<file path="src/rtl/custom_axi_ip_mc.sv">
// Multi-channel increment engine: seeds an accumulator, increments it iter_i times
// and stores the sum in the selected result channel, flagging wrap or bad requests.
package custom_axi_ip_pkg;
    typedef enum logic [1:0] {
        IDLE  = 2'd0,
        BUSY  = 2'd1,
        DONE  = 2'd2,
        ERROR = 2'd3
    } status_e;
endpackage

module custom_axi_ip_mc
    import custom_axi_ip_pkg::*;
#(
    parameter int DATA_WIDTH = 32,
    parameter int NUM_CH     = 4,
    parameter int ITER_W     = 4
) (
    input  logic                 clk_i,
    input  logic                 rst_ni,
    custom_axi_ip_mc_if.slave    bus
);
    localparam int CH_W = (NUM_CH > 1) ? $clog2(NUM_CH) : 1;

    status_e               state_reg, state_next;
    logic [DATA_WIDTH-1:0] acc_reg,   acc_next;
    logic [ITER_W-1:0]     cnt_reg,   cnt_next;
    logic [CH_W-1:0]       ch_reg,    ch_next;
    logic                  err_reg,   err_next;
    logic [DATA_WIDTH-1:0] res_reg  [NUM_CH];
    logic [DATA_WIDTH-1:0] res_next [NUM_CH];

    logic                  req_ok;
    logic                  acc_full;
    logic                  last_step;
    logic [DATA_WIDTH-1:0] acc_inc;

    assign req_ok    = (bus.iter_i != '0) && (int'(bus.ch_sel_i) < NUM_CH);
    assign acc_full  = &acc_reg;
    assign last_step = (cnt_reg == ITER_W'(1));
    assign acc_inc   = acc_reg + 1'b1;

    always_ff @(posedge clk_i or negedge rst_ni) begin
        if (!rst_ni) begin
            state_reg <= IDLE;
            acc_reg   <= '0;
            cnt_reg   <= '0;
            ch_reg    <= '0;
            err_reg   <= 1'b0;
        end else begin
            state_reg <= state_next;
            acc_reg   <= acc_next;
            cnt_reg   <= cnt_next;
            ch_reg    <= ch_next;
            err_reg   <= err_next;
        end
    end

    always_comb begin
        state_next = state_reg;
        acc_next   = acc_reg;
        cnt_next   = cnt_reg;
        ch_next    = ch_reg;
        err_next   = bus.clear_i ? 1'b0 : err_reg;
        for (int i = 0; i < NUM_CH; i++) begin
            res_next[i] = bus.clear_i ? '0 : res_reg[i];
        end

        unique case (state_reg)
            IDLE: begin
                if (bus.start_i) begin
                    if (req_ok) begin
                        acc_next   = bus.data_i;
                        cnt_next   = bus.iter_i;
                        ch_next    = bus.ch_sel_i;
                        state_next = BUSY;
                    end else begin
                        err_next   = 1'b1;
                        state_next = ERROR;
                    end
                end
            end
            BUSY: begin
                acc_next = acc_inc;
                cnt_next = cnt_reg - 1'b1;
                // Wrap detection outranks completion so a wrapped sum is never stored.
                if (acc_full) begin
                    err_next   = 1'b1;
                    state_next = ERROR;
                end else if (last_step) begin
                    for (int i = 0; i < NUM_CH; i++) begin
                        if (ch_reg == CH_W'(i)) begin
                            res_next[i] = acc_inc;
                        end
                    end
                    state_next = DONE;
                end
            end
            DONE:    state_next = IDLE;
            ERROR:   state_next = IDLE;
            default: state_next = IDLE;
        endcase
    end

    generate
        for (genvar gi = 0; gi < NUM_CH; gi++) begin : g_res
            always_ff @(posedge clk_i or negedge rst_ni) begin
                if (!rst_ni) begin
                    res_reg[gi] <= '0;
                end else begin
                    res_reg[gi] <= res_next[gi];
                end
            end
            assign bus.result_o[gi*DATA_WIDTH +: DATA_WIDTH] = res_reg[gi];
        end
    endgenerate

    assign bus.busy_o   = (state_reg == BUSY);
    assign bus.done_o   = (state_reg == DONE);
    assign bus.err_o    = err_reg;
    assign bus.status_o = state_reg;
endmodule

</file>
<file path="src/rtl/custom_axi_ip_mc_if.sv">
// Job request/result bundle for the multi-channel increment engine.
// The engine side uses the slave modport and the requester side uses the master modport.
interface custom_axi_ip_mc_if #(
    parameter int DATA_WIDTH = 32,
    parameter int NUM_CH     = 4,
    parameter int ITER_W     = 4
);
    localparam int CH_W = (NUM_CH > 1) ? $clog2(NUM_CH) : 1;

    logic                         start_i;
    logic [CH_W-1:0]              ch_sel_i;
    logic [DATA_WIDTH-1:0]        data_i;
    logic [ITER_W-1:0]            iter_i;
    logic                         clear_i;
    logic [NUM_CH*DATA_WIDTH-1:0] result_o;
    logic                         busy_o;
    logic                         done_o;
    logic                         err_o;
    logic [1:0]                   status_o;

    modport master (
        output start_i, ch_sel_i, data_i, iter_i, clear_i,
        input  result_o, busy_o, done_o, err_o, status_o
    );

    modport slave (
        input  start_i, ch_sel_i, data_i, iter_i, clear_i,
        output result_o, busy_o, done_o, err_o, status_o
    );
endinterface

</file>
<file path="src/flat_wrapper.sv">
// flat-port wrapper written by rule: the top's interface ports become plain ports
module custom_axi_ip_mc_flat import custom_axi_ip_pkg::*;
#(
    parameter int DATA_WIDTH = 32,
    parameter int NUM_CH     = 4,
    parameter int ITER_W     = 4
)
  (clk_i, rst_ni, bus_start_i, bus_ch_sel_i, bus_data_i, bus_iter_i, bus_clear_i, bus_result_o, bus_busy_o, bus_done_o, bus_err_o, bus_status_o);
  custom_axi_ip_mc_if #(.DATA_WIDTH(DATA_WIDTH), .NUM_CH(NUM_CH), .ITER_W(ITER_W)) bus_i ();
  input  logic clk_i;
  input  logic rst_ni;
  input wire logic [$bits(bus_i.start_i)-1:0] bus_start_i;
  input wire logic [$bits(bus_i.ch_sel_i)-1:0] bus_ch_sel_i;
  input wire logic [$bits(bus_i.data_i)-1:0] bus_data_i;
  input wire logic [$bits(bus_i.iter_i)-1:0] bus_iter_i;
  input wire logic [$bits(bus_i.clear_i)-1:0] bus_clear_i;
  output wire logic [$bits(bus_i.result_o)-1:0] bus_result_o;
  output wire logic [$bits(bus_i.busy_o)-1:0] bus_busy_o;
  output wire logic [$bits(bus_i.done_o)-1:0] bus_done_o;
  output wire logic [$bits(bus_i.err_o)-1:0] bus_err_o;
  output wire logic [$bits(bus_i.status_o)-1:0] bus_status_o;
  assign bus_i.start_i = bus_start_i;
  assign bus_i.ch_sel_i = bus_ch_sel_i;
  assign bus_i.data_i = bus_data_i;
  assign bus_i.iter_i = bus_iter_i;
  assign bus_i.clear_i = bus_clear_i;
  assign bus_result_o = bus_i.result_o;
  assign bus_busy_o = bus_i.busy_o;
  assign bus_done_o = bus_i.done_o;
  assign bus_err_o = bus_i.err_o;
  assign bus_status_o = bus_i.status_o;
  custom_axi_ip_mc #(.DATA_WIDTH(DATA_WIDTH), .NUM_CH(NUM_CH), .ITER_W(ITER_W)) u_core (.clk_i(clk_i), .rst_ni(rst_ni), .bus(bus_i));
endmodule
</file>
<file path="config.mk">
export PLATFORM = sky130hd
export DESIGN_NAME = custom_axi_ip_mc_flat
export DESIGN_NICKNAME = d
export VERILOG_FILES = /design/src/rtl/custom_axi_ip_mc.sv /design/src/rtl/custom_axi_ip_mc_if.sv /design/src/flat_wrapper.sv
export SDC_FILE = /design/constraint.sdc
export NUM_CORES = 1
export LEC_CHECK = 0
export CAP_MARGIN = 20
export CORE_ASPECT_RATIO = 2
export CORE_MARGIN = 2
export CORE_UTILIZATION = 55
export CTS_CLUSTER_DIAMETER = 80
export DETAILED_ROUTE_END_ITERATION = 16
export PLACE_DENSITY = 0.86
export SYNTH_ARGS = -nofsm -noshare
export SYNTH_HDL_FRONTEND = slang
export SYNTH_SLANG_ARGS = --single-unit
</file>
<file path="constraint.sdc">
create_clock -name clk_i -period 4.8 [get_ports clk_i]
set_input_delay 0.96 -clock clk_i [delete_from_list [all_inputs] [get_ports clk_i]]
set_output_delay 0.96 -clock clk_i [all_outputs]
set_load 0.1 [all_outputs]
</file>
==> results of run 1 <==
[through the flow]
stage          utilization, %  cells  worst slack [ps]
6_report                 72.3   1087              1350
5_1_grt                  72.3   1087              1180
4_1_cts                  72.3   1086              1360
3_5_place_dp             68.0   1054              1450
3_3_place_gp             67.9   1053              1560
2_1_floorplan               -    724              1400
[path summary, 6_finish.rpt]
check / startpoint / to / slack, ps / depth (start not counted)
worst max-delay path: u_core.bus.status_o[1]$_DFFE_PN0P_ / bus_busy_o / 1350 / 3
worst min-delay path: u_core.bus.result_o[117]$_DFF_PN0_ / u_core.bus.result_o[117]$_DFF_PN0_ / 540 / 2
worst max register to register: u_core.acc_reg[0]$_DFFE_PN0P_ / u_core.bus.result_o[32]$_DFF_PN0_ / 1360 / 7
worst min register to register: u_core.bus.result_o[117]$_DFF_PN0_ / u_core.bus.result_o[117]$_DFF_PN0_ / 540 / 2
max in group asynchronous: rst_ni / u_core.bus.result_o[8]$_DFF_PN0_ / 3120 / 2
min in group asynchronous: rst_ni / u_core.bus.result_o[41]$_DFF_PN0_ / 630 / 1
[critical path: cells and delay by family (launching register included)]
kind | cells | cell delay [ps]
simple gates | 1 | 780
flops | 1 | 470
buf+inv | 2 | 820
[layout by cell type (no fill, tap or decap), types with 3 or more instances in the layout]
master / netlist / layout
nor2_1: 27 / 27
a311oi_1: 6 / 6
nand4_1: 7 / 7
clkdlybuf4s50_1: 0 / 171
ha_1: 3 / 3
or2_2: 5 / 5
a221o_1: 3 / 3
xnor2_1: 19 / 19
o21ai_0: 22 / 22
nand3_1: 16 / 16
inv_6: 0 / 3
nor3_2: 3 / 3
a21oi_1: 21 / 20
mux2i_1: 124 / 124
mux2_2: 4 / 4
nor3b_1: 5 / 5
nand2b_1: 126 / 126
inv_1: 6 / 6
nand3_2: 4 / 4
xor2_1: 11 / 11
bufinv_16: 0 / 3
clkinvlp_4: 0 / 3
o22ai_1: 9 / 9
nand2_1: 21 / 21
and3_1: 8 / 8
a22oi_1: 8 / 8
dfrtp_1: 169 / 169
nor3_1: 10 / 10
nor2b_1: 7 / 7
clkbuf_16: 0 / 17
a211oi_1: 4 / 4
buf_4: 12 / 10
nor4_1: 3 / 3
[layer usage]
metal	track usage (%)	vias to the layer above	routed length, um
met5	0	-	0
met4	9.17	0	403
met3	4.10	37	1190
met2	46.9	308	11200
met1	35.8	3203	8820
li1	-	2824	-
[cells by family after synthesis]
group           Yosys count  share of synthesized area [%]
fa+ha+maj                 3                          0.461
mux                     128                           15.8
xor+xnor                 30                           3.23
compound gates           87                           6.82
simple gates            252                           18.6
buf+inv                  55                           3.21
flops                   169                           51.9
[power groups by stage]
stage	Clock, uW	Sequential, uW	Combinational (uW)
finish	1450	1900	1880
global route	1520	1920	2000
CTS	1460	1880	1870
detailed placement	0	1900	1850
global placement	0	1890	1800
floorplan	0	2270	972
[layout make-up]
class | instances | area [um^2]
clock buffer | 20 | 457
fill | 1060 | 4060
timing repair buffer | 184 | 1820
tap | 195 | 244
clock inverter | 12 | 164
sequential | 169 | 4230
inverter | 7 | 26.3
multi-input combinational | 500 | 3660
==> flow_summary_export.csv, run 1 <==
group,metric,value,unit
pwr,peakVddDrop,0.635,mV
sta,hold_viol,0,
routing,finalWirelength,21600,um
global_routing,gr-usage-all-layers,27.4,%
cts,root_buffer,"clkbuf_16",
worst_setup_path,cp_slowest_cell,"nand2b_1",
cts,post_cts_buffers,0,
pwr,p_total,5230,uW
logic_synthesis,avgSynthCellArea,11.3,um^2
logic_synthesis,synth_seq_area_share,51.9,%
placement,placed_area,9970,um^2
placement,place_congestion,0.885,
cts,cts_buffers,17,
sta,hold_slack,542,ps
die,placement_rows,63,
worst_setup_path,endpoint_kind,"output pin",
pwr,powerDensity,493,nW/um^2
die,die_area,15900,um^2
die,start_util,55.6,%
worst_setup_path,path_cells,"nand2b_1 -> inv_1 -> buf_4",
pwr,p_comb_share,36.0,%
final_layout,largest_reg_flops,128,
sta,fmax,0.290,GHz
routing,first_pass_iters,5,
logic_synthesis,yosys.area.top_type,"dfrtp_1",
logic_synthesis,async_flop_share,100,%
sta,finClkSkew,13.3,ps
routing,vias_per_cell,5.86,
routing,vias,6372,
sta,rsz0062_at_grt,"no",
final_layout,drive_gt1_share,7.51,%
global_routing,gr-total-overflow,0,
logic_synthesis,yosys-top-cells-count,"dfrtp_1 (169), nand2b_1 (126), mux2i_1 (124)",
sta,finalSetupTns,0,ps
final_layout,area_growth,30.1,%
final_layout,n_antenna_cell,0,
worst_setup_path,cp_max_fo,28,
die,die_height,176,um
placement,io_buffers,174,
sta,slew_headroom,27.3,%
pwr,p_leak,0.00519,uW
sta,period_minus_slack,3450,ps
global_routing,grt_max_degree,109,
sta,worst_pin_slew,1090,ps
sta,finalMaxSlewViolations,0,
cts,cts_sinks,169,
cts,clk_pin_slew_worst_paths,70,ps
min_path,hp-class,"register to register",
logic_synthesis,synth_nets,769,
logic_synthesis,synth.most_common_cell,"dfrtp_1",
logic_synthesis,synthFlopType,"dfrtp_1",
routing,wl_per_cell,19.9,um
logic_synthesis,synth_cell_types,50,
sta,post-route-period-util,71.9,%
routing,drc,0,
logic_synthesis,syn_inst,724,
logic_synthesis,yosys_warnings,0,
cts,cts_resized,0,
sta,final-setup-viol-count,0,
cts,hold_buffers,0,
worst_setup_path,crit_arrival,2490,ps
final_layout,fin_nets,924,
logic_synthesis,synthTopCellsByArea,"dfrtp_1 (52%), mux2i_1 (15%), nand2b_1 (9.7%)",
logic_synthesis,synth_top_area_share,51.9,%
cts,insertion_delay,430,ps
worst_setup_path,cpPeakStageDelay,780,ps
worst_setup_path,worstSetupPathType,"register to output pin",
die,io_pins,175,
pwr,p_sw_share,41.9,%
run_status,status,"completed",
logic_synthesis,synth_edf_count,0,
logic_synthesis,ys_seq_elements,169,
placement,hpwl,14300,um
pwr,p_sw,2190,uW
cts,cts_tree,"yes",
pwr,power.internal,3040,uW
final_layout,finalInstanceArea,10600,um^2
worst_setup_path,startpoint_type,"register",
logic_synthesis,synth_area,8150,um^2
routing,drt-initial-drc-count,595,
die,coreArea,14700,um^2
job,cap_violations,0,
cts,cts_max_level,4,
worst_setup_path,required,3840,ps
die,fp.dieW,90.1,um
pwr,clkPwrFrac,27.8,%
global_routing,antenna_found_initial,0,
routing,drtAntennaViolNets,0,
cts,clock_tree.buffer_depth,2,
global_routing,grt_pass1_vias,6473,
global_routing,grt_pass1_wl,34500,um
pwr,seqPwrFrac,36.2,%
Power figures use the tool's default switching activity.
==> run 2: changes to the inputs <==
--- a/config.mk
+++ b/config.mk
@@ -8,10 +8,10 @@
 export CAP_MARGIN = 20
 export CORE_ASPECT_RATIO = 2
 export CORE_MARGIN = 2
-export CORE_UTILIZATION = 55
+export CORE_UTILIZATION = 51
 export CTS_CLUSTER_DIAMETER = 80
 export DETAILED_ROUTE_END_ITERATION = 16
-export PLACE_DENSITY = 0.86
+export PLACE_DENSITY = 0.8
 export SYNTH_ARGS = -nofsm -noshare
 export SYNTH_HDL_FRONTEND = slang
 export SYNTH_SLANG_ARGS = --single-unit
==> constraint.sdc (replaced) <==
create_clock -name clk_i -period 3.6 [get_ports clk_i]
set_input_delay 0.72 -clock clk_i [delete_from_list [all_inputs] [get_ports clk_i]]
set_output_delay 0.72 -clock clk_i [all_outputs]
set_load 0.1 [all_outputs]
==> run 2 against run 1 <==
Global-route usage is 0.55 points lower. Cell area is 0.96% higher. Flip-flop and latch count stayed put. Utilization is 4.1 points lower. Critical path depth is 4 higher. First-iteration DRC count is 25% lower. Critical endpoint is now u_core.bus.result_o[114]$_DFF_PN0_. Highest routed layer unchanged.
==> flow_summary_export.csv, run 2 (synthesized netlist as in run 1, its figures left out) <==
group,metric,value,unit
run_status,status,"completed",
sta,slew_headroom,26.6,%
cts,clock_tree.buffer_depth,2,
cts,cts_resized,0,
final_layout,largest_reg_flops,128,
die,die_height,183,um
final_layout,fin_nets,928,
sta,worst_pin_slew,1100,ps
placement,placed_area,10100,um^2
pwr,p_leak,0.00524,uW
worst_setup_path,cp_slowest_cell,"nand3_2",
cts,cts_sinks,169,
global_routing,gr-usage-all-layers,26.8,%
worst_setup_path,worstSetupPathType,"register to register",
die,die_area,17100,um^2
die,start_util,51.9,%
global_routing,grt_pass1_vias,6515,
sta,finClkSkew,9.21,ps
die,io_pins,175,
cts,cts_max_level,4,
worst_setup_path,startpoint_type,"register",
worst_setup_path,cp_max_fo,20,
cts,root_buffer,"clkbuf_16",
worst_setup_path,crit_path_frequent_cell,"nand4_1",
global_routing,gr-total-overflow,0,
sta,post-route-period-util,80.6,%
global_routing,antenna_found_initial,0,
cts,insertion_delay,430,ps
worst_setup_path,reg2reg_to,"u_core.bus.result_o[114]$_DFF_PN0_",
final_layout,final_core_util,68.2,%
routing,vias,6220,
final_layout,fillers,1192,
final_layout,n_antenna_cell,0,
sta,fmax,0.344,GHz
routing,first_pass_iters,5,
routing,drt-initial-drc-count,447,
job,cap_violations,0,
die,fp.dieW,93.4,um
worst_setup_path,r2r-start,"u_core.acc_reg[0]$_DFFE_PN0P_",
sta,finalSetupTns,0,ps
worst_setup_path,rrSetupSlack,700,ps
worst_setup_path,cpPeakStageDelay,530,ps
routing,drc,0,
min_path,hp-class,"input pin to asynchronous set/reset pin",
worst_setup_path,reg2reg_depth,7,
worst_setup_path,path_cells,"ha_1 -> nand4_1 -> nor3_2 -> nand4_1 -> nand3_2 -> buf_12 -> mux2i_1",
placement,hpwl,15600,um
placement,io_buffers,174,
cts,clk_pin_slew_worst_paths,70,ps
final_layout,area_growth,31.4,%
cts,post_cts_buffers,0,
die,placement_rows,65,
worst_setup_path,cp_num_buf_inv,1,
worst_setup_path,endpoint_kind,"register",
sta,hold_viol,0,
global_routing,grt_max_degree,72,
sta,final-setup-viol-count,0,
final_layout,final_cell_mix,"clkdlybuf4s50_1 (169), dfrtp_1 (169), nand2b_1 (126)",
worst_setup_path,crit_arrival,3240,ps
cts,hold_buffers,0,
routing,finalWirelength,22200,um
cts,cts_tree,"yes",
pwr,powerDensity,657,nW/um^2
die,coreArea,15700,um^2
worst_setup_path,critPathTopFamily,"simple AND/OR/NAND/NOR gates",
routing,drtAntennaViolNets,0,
pwr,peakVddDrop,0.549,mV
routing,vias_per_cell,5.67,
sta,finalMaxSlewViolations,0,
global_routing,grt_pass1_wl,35100,um
sta,period_minus_slack,2900,ps
routing,wl_per_cell,20.2,um
cts,cts_buffers,17,
final_layout,finalInstanceArea,10700,um^2
placement,place_congestion,0.916,
final_layout,drive_gt1_share,8.15,%
worst_setup_path,required,3940,ps
sta,rsz0062_at_grt,"no",
==> run 2: layout make-up <==
| type | instances | area (um^2) | share of cell area (%) |
|---|---|---|---|
| Inverter | 7 | 26.3 | 0.245 |
| Multi-Input combinational cell | 500 | 3660 | 34.2 |
| Sequential cell | 169 | 4230 | 39.5 |
| Timing Repair Buffer | 188 | 1910 | 17.8 |
| Clock buffer | 18 | 429 | 4.01 |
| Clock inverter | 14 | 198 | 1.85 |
| Tap cell | 201 | 251 | 2.35 |
==> run 2: per-layer routing <==
layer / part of all wire (%) / vias to the layer above / GRT usage, %
met4: 3.4 / 0 / 11.5
met2: 55 / 229 / 47.6
met3: 4.6 / 45 / 4.64
li1: - / 2829 / -
met5: 0 / - / 0
met1: 37 / 3117 / 31.4
==> run 2: power by group <==
part | switching, uW | total [uW] | leakage (uW) | internal, uW
registers | 344 | 2520 | 0.00226 | 2170
logic | 1800 | 2570 | 0.00268 | 770
clock network | 779 | 1950 | 0.000301 | 1170
total | 2920 | 7030 | 0.00524 | 4110
==> run 2: per-stage QoR <==
stage                     setup slack (ps)  std cells  hold slack [ps]  total power (uW)
final                                  697       1097              289              7030
after global routing                   460       1097              338              7340
after CTS                              691       1097              318              7030
after detailed placement               703       1065              534              5080
after global placement                 810       1065              522              4990
after floorplan                        443        724              424              4320
==> run 2: how the worst max path moves through the flow <==
stage / startpoint / to / slack, ps / cells after the start
6_report: u_core.acc_reg[0]$_DFFE_PN0P_ / u_core.bus.result_o[114]$_DFF_PN0_ / 700 / 7
5_1_grt: u_core.acc_reg[0]$_DFFE_PN0P_ / u_core.bus.result_o[54]$_DFF_PN0_ / 460 / 7
4_1_cts: u_core.acc_reg[0]$_DFFE_PN0P_ / u_core.bus.result_o[110]$_DFF_PN0_ / 690 / 7
3_5_place_dp: u_core.acc_reg[0]$_DFFE_PN0P_ / u_core.bus.result_o[110]$_DFF_PN0_ / 700 / 7
3_3_place_gp: bus_start_i / u_core.acc_reg[31]$_DFFE_PN0P_ / 810 / 6
2_1_floorplan: u_core.bus.status_o[0]$_DFFE_PN0P_ / bus_busy_o / 440 / 4
